File: config.mk
export PLATFORM = sky130hd
export DESIGN_NAME = discharge_pulse_timer
export DESIGN_NICKNAME = d
export VERILOG_FILES = /design/src/rtl/discharge_pulse_timer.sv
export SDC_FILE = /design/constraint.sdc
export NUM_CORES = 1
export LEC_CHECK = 0
export CORE_MARGIN = 2
export CORE_UTILIZATION = 46
export CTS_BUF_LIST = sky130_fd_sc_hd__clkbuf_8 sky130_fd_sc_hd__clkbuf_16
export CTS_CLUSTER_DIAMETER = 100
export DETAILED_ROUTE_END_ITERATION = 10
export PLACE_DENSITY_LB_ADDON = 0.3
export SYNTH_ARGS = -nofsm -noshare
export SYNTH_HDL_FRONTEND = slang
export SYNTH_SLANG_ARGS = --single-unit
export TNS_END_PERCENT = 5
File: constraint.sdc
create_clock -name clk -period 4.6 [get_ports clk]
set_input_delay 0.92 -clock clk [delete_from_list [all_inputs] [get_ports clk]]
set_output_delay 0.92 -clock clk [all_outputs]
set_load 0.02 [all_outputs]
File: src/rtl/discharge_pulse_timer.sv
// discharge_pulse_timer
// Sequences one EDM discharge pulse at a time. The block waits for gap
// breakdown, times the on-period, then enforces the off-period before it
// re-arms. The running discharge timer is handed to the current-setpoint
// generator, which uses it to shape i_set.
//
// Ports
//   clk                   system clock; every time value is in clk cycles
//   rst                   synchronous, active-high reset
//   enable                machining enable (level)
//   Ton_timer             discharge on-time, latched when a pulse is armed
//   Toff_timer            off-time after a pulse or timeout (0 acts as 1)
//   wait_timeout          breakdown wait limit, 0 = wait forever
//   breakdown             gap breakdown detected (already synchronised)
//   timer_buck_interleave 0 = no discharge, 1..Ton = discharge in progress
//   is_discharging        high while in ON
//   pulse_done            one-cycle strobe in the first OFF cycle after a full pulse
//   open_circuit          one-cycle strobe in the first OFF cycle after a wait timeout
//   state_out             current state: IDLE=0, WAIT=1, ON=2, OFF=3
//   pulse_count           completed pulses, wraps modulo 2^PCNT_W
module discharge_pulse_timer #(
    parameter int CNT_W  = 32,
    parameter int PCNT_W = 16
) (
    input  logic              clk,
    input  logic              rst,
    input  logic              enable,
    input  logic [CNT_W-1:0]  Ton_timer,
    input  logic [CNT_W-1:0]  Toff_timer,
    input  logic [CNT_W-1:0]  wait_timeout,
    input  logic              breakdown,
    output logic [CNT_W-1:0]  timer_buck_interleave,
    output logic              is_discharging,
    output logic              pulse_done,
    output logic              open_circuit,
    output logic [1:0]        state_out,
    output logic [PCNT_W-1:0] pulse_count
);

    typedef enum logic [1:0] {
        ST_IDLE = 2'd0,
        ST_WAIT = 2'd1,
        ST_ON   = 2'd2,
        ST_OFF  = 2'd3
    } state_t;

    localparam logic [CNT_W-1:0]  CNT_ZERO = {CNT_W{1'b0}};
    localparam logic [CNT_W-1:0]  CNT_ONE  = {{(CNT_W-1){1'b0}}, 1'b1};
    localparam logic [PCNT_W-1:0] PCNT_ONE = {{(PCNT_W-1){1'b0}}, 1'b1};

    state_t             state_r, state_nxt_s;
    logic [CNT_W-1:0]   timer_r, timer_nxt_s;
    logic [CNT_W-1:0]   wait_cnt_r, wait_cnt_nxt_s;
    logic [CNT_W-1:0]   off_cnt_r, off_cnt_nxt_s;
    logic [CNT_W-1:0]   ton_r, ton_nxt_s;
    logic [CNT_W-1:0]   toff_r, toff_nxt_s;
    logic [CNT_W-1:0]   tmo_r, tmo_nxt_s;
    logic [PCNT_W-1:0]  pulse_count_r, pulse_count_nxt_s;
    logic               pulse_done_r, pulse_done_nxt_s;
    logic               open_circuit_r, open_circuit_nxt_s;
    logic               is_discharging_r, is_discharging_nxt_s;

    // Next-state, counter and strobe computation; outputs follow the next state
    always_comb begin
        state_nxt_s          = state_r;
        timer_nxt_s          = timer_r;
        wait_cnt_nxt_s       = wait_cnt_r;
        off_cnt_nxt_s        = off_cnt_r;
        ton_nxt_s            = ton_r;
        toff_nxt_s           = toff_r;
        tmo_nxt_s            = tmo_r;
        pulse_count_nxt_s    = pulse_count_r;
        pulse_done_nxt_s     = 1'b0;
        open_circuit_nxt_s   = 1'b0;

        case (state_r)
            ST_IDLE: begin
                timer_nxt_s = CNT_ZERO;
                if (enable && (Ton_timer != CNT_ZERO)) begin
                    // Timing inputs are frozen here for the whole pulse
                    state_nxt_s    = ST_WAIT;
                    wait_cnt_nxt_s = CNT_ZERO;
                    ton_nxt_s      = Ton_timer;
                    toff_nxt_s     = (Toff_timer == CNT_ZERO) ? CNT_ONE : Toff_timer;
                    tmo_nxt_s      = wait_timeout;
                end else begin
                    state_nxt_s = ST_IDLE;
                end
            end
            ST_WAIT: begin
                if (!enable) begin
                    state_nxt_s = ST_IDLE;
                end else if (breakdown) begin
                    // Breakdown outranks a timeout falling in the same cycle
                    state_nxt_s = ST_ON;
                    timer_nxt_s = CNT_ONE;
                end else if ((tmo_r != CNT_ZERO) && (wait_cnt_r == (tmo_r - CNT_ONE))) begin
                    state_nxt_s        = ST_OFF;
                    off_cnt_nxt_s      = CNT_ZERO;
                    open_circuit_nxt_s = 1'b1;
                end else begin
                    wait_cnt_nxt_s = wait_cnt_r + CNT_ONE;
                end
            end
            ST_ON: begin
                if (!enable) begin
                    // Aborted pulse: still pay the off-time, but it does not count
                    state_nxt_s   = ST_OFF;
                    timer_nxt_s   = CNT_ZERO;
                    off_cnt_nxt_s = CNT_ZERO;
                end else if (timer_r == ton_r) begin
                    state_nxt_s       = ST_OFF;
                    timer_nxt_s       = CNT_ZERO;
                    off_cnt_nxt_s     = CNT_ZERO;
                    pulse_done_nxt_s  = 1'b1;
                    pulse_count_nxt_s = pulse_count_r + PCNT_ONE;
                end else begin
                    timer_nxt_s = timer_r + CNT_ONE;
                end
            end
            ST_OFF: begin
                timer_nxt_s = CNT_ZERO;
                if (off_cnt_r == (toff_r - CNT_ONE)) begin
                    state_nxt_s = ST_IDLE;
                end else begin
                    off_cnt_nxt_s = off_cnt_r + CNT_ONE;
                end
            end
            default: begin
                state_nxt_s = ST_IDLE;
                timer_nxt_s = CNT_ZERO;
            end
        endcase

        is_discharging_nxt_s = (state_nxt_s == ST_ON);
    end

    // State, counters, latched limits and registered outputs
    always_ff @(posedge clk) begin
        if (rst) begin
            state_r          <= ST_IDLE;
            timer_r          <= CNT_ZERO;
            wait_cnt_r       <= CNT_ZERO;
            off_cnt_r        <= CNT_ZERO;
            ton_r            <= CNT_ZERO;
            toff_r           <= CNT_ZERO;
            tmo_r            <= CNT_ZERO;
            pulse_count_r    <= {PCNT_W{1'b0}};
            pulse_done_r     <= 1'b0;
            open_circuit_r   <= 1'b0;
            is_discharging_r <= 1'b0;
        end else begin
            state_r          <= state_nxt_s;
            timer_r          <= timer_nxt_s;
            wait_cnt_r       <= wait_cnt_nxt_s;
            off_cnt_r        <= off_cnt_nxt_s;
            ton_r            <= ton_nxt_s;
            toff_r           <= toff_nxt_s;
            tmo_r            <= tmo_nxt_s;
            pulse_count_r    <= pulse_count_nxt_s;
            pulse_done_r     <= pulse_done_nxt_s;
            open_circuit_r   <= open_circuit_nxt_s;
            is_discharging_r <= is_discharging_nxt_s;
        end
    end

    assign timer_buck_interleave = timer_r;
    assign is_discharging        = is_discharging_r;
    assign pulse_done            = pulse_done_r;
    assign open_circuit          = open_circuit_r;
    assign state_out             = state_r;
    assign pulse_count           = pulse_count_r;

endmodule
==> impl_metrics.yaml <==
grt:
  grt_pass1_wl_um: 55900
  antenna_found_initial: 1
  grt_pass1_vias: 11100
  track_usage_pct: 24.0
  grt_max_degree: 106
  gr-total-overflow: 0
sta:
  hold_viol: 0
  setup_tns_ns: 0
  period_needed_ns: 4.00
  fmax_mhz: 250
  skew_ns: 0.0119
  setup_viol: 0
  rsz0062_at_grt: "no"
  layout_setup_ws_ns: 0.602
  max_slew_margin_pct: 17.3
  period_share_pct: 86.9
  drv_slew: 0
  worst_slew_pin_slew_ns: 1.24
hold_path:
  min_path_cells: 2
  min_path_type: "flip-flop to flip-flop"
  whs_endpoint: "ton_r[22]$_SDFFE_PP0P_"
  min-delay-start: "ton_r[22]$_SDFFE_PP0P_"
floorplan:
  die_x_um: 166
  die_h_um: 166
  num_io_pins: 153
  row_count: 59
  initial_utilization_pct: 46.5
  core_sq_mm: 0.0258
  die-area_sq_mm: 0.0275
worst_setup_path:
  crit_type: "flip-flop to flip-flop"
  crit_arrival_ns: 4.45
  cp_data_required_time_ns: 5.05
  r2r-end: "wait_cnt_r[31]$_SDFFE_PP0P_"
  cp-start-kind: "flip-flop"
  path_max_fanout: 19
  r2r_slack_ns: 0.60
  reg2regPathDepth: 10
  endpoint_kind: "flip-flop"
  timing.rr.start: "tmo_r[6]$_SDFFE_PP0P_"
final_layout:
  register_area_sq_mm: 0.00426
  nets: 1793
  multi_input_area_sq_mm: 0.00731
  layout_common_cells: "nand2_1 (279), dfxtp_1 (213), a21oi_1 (169), clkdlybuf4s50_1 (151), nor2_1 (106)"
  final_common_cell: "nand2_1"
  design_area_sq_mm: 0.0146
  drive_above_1_share_pct: 5.47
  final_core_util_pct: 56.5
  syn_to_final_growth_pct: 21.4
  final.fill_count: 2400
yosys:
  yosysUniqueCellTypes: 78
  synth_top_area_share_pct: 35.5
  syn_avg_cell_area_sq_um: 7.64
  synth_top_cell_by_area: "dfxtp_1"
  synth-async-reset-ratio_pct: 0
  synth_flop_cell: "dfxtp_1"
  synth_cells: 1574
  synth_fp_nets: 1686
  synth-seq-cells: 213
  synth_edf_count: 0
  syn_area_sq_mm: 0.0120
  ys_top_cells_by_area: "dfxtp_1 (35%), nand2_1 (8.7%), a21oi_1 (7.0%)"
  ys_seq_area_share_pct: 35.5
  synth_warnings: 0
outcome:
  status: "complete, no violations"
place:
  dpl-instance-area_sq_mm: 0.0138
  dpl.hpwl_um: 24800
  pre_cts_ws_ns: 0.358
  gp_congestion: 0.887
  io_buffers: 152
clock_network:
  postCtsResizedCells: 0
  root_buffer: "clkbuf_16"
  cts.path.max_buffers: 3
  cts.clk_slew.worst_paths_ns: 0.06
  postCtsHoldBufs: 0
  cts_tree: "yes"
  clk_latency_ns: 0.53
  postCtsSetupBuffers: 0
  clock_sinks: 213
  cts_buffers: 25
  htreeDepth: 1
drt:
  drt_wl_total_um: 34300
  drt_first_pass_iters: 5
  vias_per_cell: 5.78
  drt_iter0_drc: 851
  ant_nets: 0
  drc_errors: 0
  wl_per_cell_um: 16.8
  routed-via-count: 11800
pwr:
  finalPower_uw: 4610
  power_density_mw_per_mm2: 316
  ir_worst_vdd_mv: 0.274
  leakagePower_uw: 0.00526
job:
  cap_viol_max_count: 0
layout make-up:
cell class / count / share of cell area [%]
inverter: 36 / 0.926
timing repair buffer: 166 / 11.2
multi-input combinational: 1239 / 50.0
antenna: 1 / 0.0171
clock inverter: 15 / 0.874
clock buffer: 31 / 4.85
sequential: 213 / 29.2
tap: 335 / 2.87
worst max-delay path, cell delays in order (launching register included):
cell      delay, ns
dfxtp_1        0.36
nor4_2         0.54
nand4_2        0.34
nor3_2         0.38
mux2_1         0.36
a21o_1         0.15
o22a_1         0.25
a31o_4         0.31
a2111o_1       0.65
or3_1          0.42
a21oi_1        0.15
layer usage:
layer / vias up / share of wire, % / global-route usage (%)
met4: 0 / 3.5 / 9.19
met5: - / 0 / 0
met1: 5470 / 45 / 32.5
li1: 5839 / - / -
met2: 376 / 45 / 38.0
met3: 75 / 7.2 / 4.32
sequential cells by signal (all words and copies together), names as in the netlist:
name and cells:
ton_r 32, toff_r 32, pulse_done 1, pulse_count 16, timer_buck_interleave 32, is_discharging 1
wait_cnt_r 32, state_out 2, off_cnt_r 32, tmo_r 32, open_circuit 1
cells in the mapped netlist, types with 35 or more instances:
cell and n:
nand2_1 279, dfxtp_1 213, a21oi_1 169, nor2_1 107, clkbuf_1 77, xor2_1 76, xnor2_1 60, o21ai_0 49
nor4_1 48, nand3_1 44, nor3_1 44, inv_1 35
per-stage QoR:
stage	std cells	hold slack [ns]
after global routing	2036	0.488
after floorplan	1574	0.448
final	2036	0.467
after detailed placement	1989	0.463
after global placement	1989	0.457
after CTS	2035	0.470
power breakdown:
part           total, uW  leakage, uW  internal, uW  switching [uW]
clock               1990     0.000436          1200             788
sequential          1970      0.00173          1900            72.3
combinational        654      0.00309           282             372
total               4610      0.00526          3380            1230
worst max-delay path by stage:
stage / end / startpoint / slack [ns]
after floorplan: wait_cnt_r[21]$_SDFFE_PP0P_ / tmo_r[2]$_SDFFE_PP0P_ / 1.14
after global placement: wait_cnt_r[31]$_SDFFE_PP0P_ / Ton_timer[24] / 0.27
after detailed placement: wait_cnt_r[23]$_SDFFE_PP0P_ / Ton_timer[23] / 0.36
after CTS: wait_cnt_r[31]$_SDFFE_PP0P_ / tmo_r[6]$_SDFFE_PP0P_ / 0.63
after global routing: wait_cnt_r[31]$_SDFFE_PP0P_ / tmo_r[6]$_SDFFE_PP0P_ / 0.32
final: wait_cnt_r[31]$_SDFFE_PP0P_ / tmo_r[6]$_SDFFE_PP0P_ / 0.60
cell families (layout without fill, tap and decap cells):
| kind of cell | count (synthesis) | in the layout | share of synthesized area [%] |
|---|---|---|---|
| compound gates | 341 | 341 | 16.8 |
| flops | 213 | 213 | 35.5 |
| xor+xnor | 136 | 136 | 9.91 |
| simple gates | 732 | 732 | 31.1 |
| buf+inv | 122 | 248 | 3.94 |
| fa+ha+maj | 12 | 12 | 1.25 |
| mux | 18 | 18 | 1.55 |
| other cells | 0 | 1 | 0 |
Power figures use the tool's default switching activity.
